**src/rtl/muldiv_pkg.sv**
```systemverilog
// Shared types and helpers for the RV32M iterative multiply/divide unit.
// Op decoding follows the func_3 field of the M-extension instructions.
package muldiv_pkg;

    localparam int MD_XLEN = 32;
    localparam logic [MD_XLEN-1:0] MIN_INT = 32'h8000_0000;

    typedef enum logic [1:0] {
        IDLE = 2'd0,
        BUSY = 2'd1,
        DONE = 2'd2
    } muldiv_state_t;

    typedef enum logic [2:0] {
        OP_MUL    = 3'd0,
        OP_MULH   = 3'd1,
        OP_MULHSU = 3'd2,
        OP_MULHU  = 3'd3,
        OP_DIV    = 3'd4,
        OP_DIVU   = 3'd5,
        OP_REM    = 3'd6,
        OP_REMU   = 3'd7
    } muldiv_op_t;

    function automatic logic op_is_div(input muldiv_op_t op);
        return op inside {OP_DIV, OP_DIVU, OP_REM, OP_REMU};
    endfunction

    function automatic logic op_is_rem(input muldiv_op_t op);
        return op inside {OP_REM, OP_REMU};
    endfunction

    function automatic logic op_a_signed(input muldiv_op_t op);
        return op inside {OP_MUL, OP_MULH, OP_MULHSU, OP_DIV, OP_REM};
    endfunction

    function automatic logic op_b_signed(input muldiv_op_t op);
        return op inside {OP_MUL, OP_MULH, OP_DIV, OP_REM};
    endfunction

endpackage

```
**src/rtl/muldiv_iter_datapath.sv**
```systemverilog
// Iterative datapath: one shift-add multiply or restoring divide step per cycle on operand
// magnitudes, with sign fix-up and result selection on the post-step accumulator value.
module muldiv_iter_datapath
    import muldiv_pkg::*;
#(
    parameter int XLEN = MD_XLEN
) (
    input  logic            clk,
    input  logic            rst,
    input  logic            i_load,
    input  logic            i_step,
    input  muldiv_op_t      i_op,
    input  logic [XLEN-1:0] i_a,
    input  logic [XLEN-1:0] i_b,
    output logic [XLEN-1:0] o_result
);

    function automatic logic [XLEN-1:0] neg_if(input logic n, input logic [XLEN-1:0] v);
        return n ? -v : v;
    endfunction

    function automatic logic [2*XLEN-1:0] neg_if_wide(input logic n, input logic [2*XLEN-1:0] v);
        return n ? -v : v;
    endfunction

    muldiv_op_t      r_op;
    logic            r_sign_a;
    logic            r_sign_b;
    logic [XLEN-1:0] r_opnd;
    logic [XLEN-1:0] r_hi;
    logic [XLEN-1:0] r_lo;

    logic            w_sign_a;
    logic            w_sign_b;
    logic [XLEN-1:0] w_mag_a;
    logic [XLEN-1:0] w_mag_b;
    logic [XLEN:0]   w_mul_sum;
    logic [XLEN:0]   w_div_shift;
    logic [XLEN+1:0] w_div_diff;
    logic            w_div_ok;
    logic [XLEN-1:0] w_hi_nxt;
    logic [XLEN-1:0] w_lo_nxt;
    logic [2*XLEN-1:0] w_prod;
    logic [XLEN-1:0] w_quo;
    logic [XLEN-1:0] w_rem;

    assign w_sign_a = op_a_signed(i_op) & i_a[XLEN-1];
    assign w_sign_b = op_b_signed(i_op) & i_b[XLEN-1];
    assign w_mag_a  = neg_if(w_sign_a, i_a);
    assign w_mag_b  = neg_if(w_sign_b, i_b);

    // Multiply: {hi,lo} starts as {0,|b|}; add |a| into hi when lo[0] is set, then shift right.
    assign w_mul_sum = {1'b0, r_hi} + (r_lo[0] ? {1'b0, r_opnd} : '0);

    // Divide: {hi,lo} starts as {0,|a|}; shift left one bit and keep the trial subtraction if it fits.
    assign w_div_shift = {r_hi, r_lo[XLEN-1]};
    assign w_div_diff  = {1'b0, w_div_shift} - {2'b00, r_opnd};
    assign w_div_ok    = ~w_div_diff[XLEN+1];

    always_comb begin
        w_hi_nxt = r_hi;
        w_lo_nxt = r_lo;
        if (op_is_div(r_op)) begin
            w_hi_nxt = w_div_ok ? w_div_diff[XLEN-1:0] : w_div_shift[XLEN-1:0];
            w_lo_nxt = {r_lo[XLEN-2:0], w_div_ok};
        end else begin
            w_hi_nxt = w_mul_sum[XLEN:1];
            w_lo_nxt = {w_mul_sum[0], r_lo[XLEN-1:1]};
        end
    end

    always_ff @(posedge clk) begin
        if (rst) begin
            r_op     <= OP_MUL;
            r_sign_a <= 1'b0;
            r_sign_b <= 1'b0;
            r_opnd   <= '0;
            r_hi     <= '0;
            r_lo     <= '0;
        end else if (i_load) begin
            r_op     <= i_op;
            r_sign_a <= w_sign_a;
            r_sign_b <= w_sign_b;
            r_opnd   <= op_is_div(i_op) ? w_mag_b : w_mag_a;
            r_hi     <= '0;
            r_lo     <= op_is_div(i_op) ? w_mag_a : w_mag_b;
        end else if (i_step) begin
            r_hi     <= w_hi_nxt;
            r_lo     <= w_lo_nxt;
        end
    end

    // The result is taken from the post-step value so the sequencer can register it on the last step.
    assign w_prod = neg_if_wide(r_sign_a ^ r_sign_b, {w_hi_nxt, w_lo_nxt});
    assign w_quo  = neg_if(r_sign_a ^ r_sign_b, w_lo_nxt);
    assign w_rem  = neg_if(r_sign_a, w_hi_nxt);

    always_comb begin
        o_result = '0;
        case (r_op)
            OP_MUL:                       o_result = w_prod[XLEN-1:0];
            OP_MULH, OP_MULHSU, OP_MULHU: o_result = w_prod[2*XLEN-1:XLEN];
            OP_DIV, OP_DIVU:              o_result = w_quo;
            OP_REM, OP_REMU:              o_result = w_rem;
            default:                      o_result = '0;
        endcase
    end

endmodule

```
**src/rtl/ex_muldiv_sequencer.sv**
```systemverilog
// EX-stage RV32M sequencer: accepts an M-ext op, stalls the pipeline while the iterative
// datapath runs, and pulses result_valid for one cycle when the rd value is ready.
module ex_muldiv_sequencer
    import muldiv_pkg::*;
#(
    parameter int XLEN = MD_XLEN
) (
    input  logic            clk,
    input  logic            rst,
    input  logic            start,
    input  logic [2:0]      func_3_bits,
    input  logic [XLEN-1:0] operand_a,
    input  logic [XLEN-1:0] operand_b,
    input  logic            flush,
    output logic            stall,
    output logic            busy,
    output logic [XLEN-1:0] result,
    output logic            result_valid
);

    localparam int CNT_W = $clog2(XLEN);
    localparam logic [XLEN-1:0] L_MIN_INT = {1'b1, {(XLEN-1){1'b0}}};

    muldiv_state_t   r_state;
    muldiv_state_t   w_next;
    logic [CNT_W-1:0] r_count;
    logic [XLEN-1:0] r_result;

    muldiv_op_t      w_op;
    logic            w_b_zero;
    logic            w_overflow;
    logic            w_special;
    logic            w_accept;
    logic            w_last;
    logic [XLEN-1:0] w_spec_result;
    logic [XLEN-1:0] w_dp_result;

    assign w_op       = muldiv_op_t'(func_3_bits);
    assign w_b_zero   = (operand_b == '0);
    assign w_overflow = op_a_signed(w_op) & (operand_a == L_MIN_INT) & (operand_b == '1);
    assign w_special  = op_is_div(w_op) & (w_b_zero | w_overflow);
    assign w_accept   = (r_state == IDLE) & start & ~flush;
    assign w_last     = (r_state == BUSY) & ~flush & (r_count == '0);

    // Divide-by-zero and signed overflow are answered directly without iterating.
    always_comb begin
        w_spec_result = '0;
        if (op_is_rem(w_op)) begin
            w_spec_result = w_b_zero ? operand_a : '0;
        end else begin
            w_spec_result = w_b_zero ? '1 : L_MIN_INT;
        end
    end

    always_ff @(posedge clk) begin
        if (rst) begin
            r_state <= IDLE;
        end else begin
            r_state <= w_next;
        end
    end

    always_comb begin
        w_next = r_state;
        case (r_state)
            IDLE: begin
                if (start && !flush) begin
                    w_next = w_special ? DONE : BUSY;
                end
            end
            BUSY: begin
                if (flush) begin
                    w_next = IDLE;
                end else if (r_count == '0) begin
                    w_next = DONE;
                end
            end
            DONE:    w_next = IDLE;
            default: w_next = IDLE;
        endcase
    end

    always_comb begin
        stall        = 1'b0;
        busy         = 1'b0;
        result_valid = 1'b0;
        case (r_state)
            IDLE: stall = start & ~flush;
            BUSY: begin
                stall = ~flush;
                busy  = 1'b1;
            end
            DONE: begin
                busy         = 1'b1;
                result_valid = ~flush;
            end
            default: ;
        endcase
    end

    always_ff @(posedge clk) begin
        if (rst) begin
            r_count <= '0;
        end else if (w_accept) begin
            r_count <= CNT_W'(XLEN - 1);
        end else if (r_state == BUSY && r_count != '0) begin
            r_count <= r_count - CNT_W'(1);
        end
    end

    always_ff @(posedge clk) begin
        if (rst) begin
            r_result <= '0;
        end else if (w_accept && w_special) begin
            r_result <= w_spec_result;
        end else if (w_last) begin
            r_result <= w_dp_result;
        end
    end

    assign result = r_result;

    muldiv_iter_datapath #(
        .XLEN (XLEN)
    ) u_datapath (
        .clk      (clk),
        .rst      (rst),
        .i_load   (w_accept & ~w_special),
        .i_step   (r_state == BUSY),
        .i_op     (w_op),
        .i_a      (operand_a),
        .i_b      (operand_b),
        .o_result (w_dp_result)
    );

endmodule

```
**config.mk**
```make
export PLATFORM = sky130hd
export DESIGN_NAME = ex_muldiv_sequencer
export DESIGN_NICKNAME = d
export VERILOG_FILES = /design/src/rtl/muldiv_pkg.sv /design/src/rtl/muldiv_iter_datapath.sv /design/src/rtl/ex_muldiv_sequencer.sv
export SDC_FILE = /design/constraint.sdc
export NUM_CORES = 1
export LEC_CHECK = 0
export ABC_AREA = 1
export CELL_PAD_IN_SITES_DETAIL_PLACEMENT = 1
export CELL_PAD_IN_SITES_GLOBAL_PLACEMENT = 2
export CORE_MARGIN = 2
export CORE_UTILIZATION = 34
export DETAILED_ROUTE_END_ITERATION = 8
export DONT_BUFFER_PORTS = 1
export PLACE_DENSITY_LB_ADDON = 0.1
export SLEW_MARGIN = 10
export SYNTH_ARGS = -nofsm -noshare
export SYNTH_HDL_FRONTEND = slang
export SYNTH_SLANG_ARGS = --single-unit
```
**constraint.sdc**
```tcl
create_clock -name clk -period 4.6 [get_ports clk]
set_input_delay 0.69 -clock clk [delete_from_list [all_inputs] [get_ports clk]]
set_output_delay 0.69 -clock clk [all_outputs]
set_load 0.1 [all_outputs]
```
==> metrics <==
outcome=complete, no violations; crit path max fanout=47; clock sink count=140; Max Cap Viol=0; Starting DRT DRC Count=1,684; gr usage total=37.8%; power density cells=372 nW/um^2; Die H=234 microns; initial antenna violation count=4; final wirelength=103 mm; Final nets=3,426; post-synthesis sequential area ratio=15.5%; TritonCTS buffer count=17; worst path cell trace=inv_1 > ha_1 > nand2_1 > nor3_1 > nand4_1 > nor4_1 > nand2_1 > o32ai_1 > nand2_1 > nand2_2 > inv_2 > nor2_1 > inv_2 > a211oi_1; Max VDD drop=0.287 mV; hpwl dp=85.1 mm; Die Area=54,900 sq um; YS warnings=0; post-synthesis sequential element count=140; synthesized area=18,000 sq um; CP Capture Type=flop; WL per Instance=25.9 microns; critical path arrival=4.70 ns; Synth Flop Type=dfxtp_1; Die Wd=234 microns; port buffer count=0; Critical Path RT=4.90 ns; setup TNS=0 ns; Detailed Routing Iterations Pass 1=5; CTS root buf=clkbuf_16; Worst path top cell family by delay=simple AND/OR/NAND/NOR gates; CP Class=in2reg; worst slack at placement=-0.239 ns; RePlAce Congestion=0.960; Cell variety after synth=57; clock-pin slew on the worst setup and hold paths=0.08 ns; GRT overflow=0; synth cell count leaders=968 x nand2_1, 487 x inv_1, 313 x nor2_1; top cell type by total area after synthesis=nand2_1; Syn Nets=3,429; share of layout cells above drive strength 1=8.29%; final setup fails=0; Antenna Nets Post-Route=0; max incr delay on CP=1.06 ns; Clock Tree Buf Depth=2; total number of vias=22,300; Slew @ Worst Pin=1.14 ns; Max Fclk=0.227 GHz; core area=52,600 sq um; Lkg Pwr=0.00993 uW; Gate Count Post-Synth=3,282; Tot Pwr=7370 uW; max-slew violation count=0; top cell type's share of synthesized area=20.1%; Buf/Inv on CP=3; Rel. slew slack=23.9%; largest net degree at the start of global routing=70; PnR worst setup slack=0.193 ns; Avg Inst Size Synth=5.50 sq um; worst skew pair latency=0.50 ns; vias in the first global route=22,600; CTS tree=done; slowest stage cell, crit path=a211oi_1; Setup crit start kind=input port; final hold vios=0; area grow syn2layout=9.74%; worst-case hold slack=0.261 ns; first-pass GRT wire length=150 mm; HP Class=in2reg; I/O pin count=106; EDFF count, synth=0; Final Critical Period=4.41 ns; CTS HTree Levels=4; period utilisation layout=95.8%; top-count cell post-synth=nand2_1; FFs w/ async S/R, synth=0%; Hold Buf Count CTS=0; Final Skew=0.0182 ns; FP Rows=84; ranking of synthesized cells by area=nand2_1 20%, dfxtp_1 16%, inv_1 10%, nand3_1 7.9%, nor2_1 6.5%; # DRC=0; vias per cell=5.59; most frequent CP cell=nand2_1; initial core utilization=34.3%
[layout by cell type (no fill, tap or decap), drive strengths merged, types with 3 or more instances in the layout]
cell type  Yosys  final
o21ai        207    207
xor2          81     81
nor3          33     33
nand3        306    306
nand4         78     78
o211ai        28     28
ha            74     74
o221ai         8      8
clkinv         8      9
o21bai        10     10
clkinvlp       0      4
a21oi        196    196
o32ai         14     14
nor4          11     11
clkbuf        67     17
and2           5      5
buf           47     91
a31oi         22     22
nor2         344    344
dfxtp        140    140
or2           16     16
a211oi        10     10
o22ai         23     23
xnor2         20     20
o31ai          4      4
nand2       1003   1004
o21a           3      3
nand3b        14     14
inv          503    512
[worst paths after layout]
path | endpoint | cells after the start | from | slack (ns)
hold / removal | r_count[2] | 1 | rst | 0.26
hold reg to reg | r_count[0] | 2 | r_count[0] | 0.47
setup reg to reg | result[31] | 21 | u_datapath.r_hi[24] | 0.27
setup / recovery | u_datapath.r_hi[23] | 14 | operand_a[1] | 0.19
[repair_timing]
item,4_1_cts,5_1_grt
endpoints found under the hold margin,0,0
endpoints found under the setup margin,0,22
gates resized for setup,0,16
buffers inserted,0,1
[power breakdown]
| part | switching, uW | total (uW) | internal, uW |
|---|---|---|---|
| Clock | 741 | 1500 | 761 |
| Combinational | 3200 | 4390 | 1190 |
| Sequential | 176 | 1490 | 1310 |
| Total | 4120 | 7370 | 3260 |
[sequential cells by signal, summed over array words and instances, names as in the netlist]
name	flops
result	32
u_datapath.r_hi	32
u_datapath.r_lo	32
u_datapath.r_opnd	32
r_count	5
u_datapath.r_op	3
r_state	2
u_datapath.r_sign_a	1
u_datapath.r_sign_b	1
[metal layers]
| layer | GRT usage [%] | routed length [microns] | vias up |
|---|---|---|---|
| met5 | 0 | 8 | - |
| met4 | 24.9 | 7350 | 2 |
| met3 | 6.86 | 5740 | 217 |
| met2 | 62.0 | 47700 | 676 |
| met1 | 45.0 | 42100 | 10800 |
| li1 | - | - | 10600 |
[area by class of cell]
type,count,area [sq um]
diodes,2,5.00
clock buffers,17,425
multi-input cells,2518,12900
clock inverters,15,150
inverters,511,1920
repair buffers,91,749
well taps,688,861
flip-flops and latches,140,2810
fillers,7291,32700
[per-stage QoR]
step,utilization (%),cells,instance area (sq um)
2_1_floorplan,-,3282,18000
3_3_place_gp,36.4,3946,19100
3_5_place_dp,36.4,3946,19100
4_1_cts,37.5,3978,19700
5_1_grt,37.7,3981,19800
6_report,37.7,3982,19800
[logic make-up (layout without fill, tap and decap cells)]
family	Yosys count	in the layout	share of synthesized area (%)
buf+inv	625	634	13.6
fa+ha+maj	76	76	5.35
xor+xnor	101	101	4.90
other cells	0	2	0
simple gates	1812	1813	44.1
compound gates	528	528	16.5
flops	140	140	15.5
(Power assumes the default switching activity.)
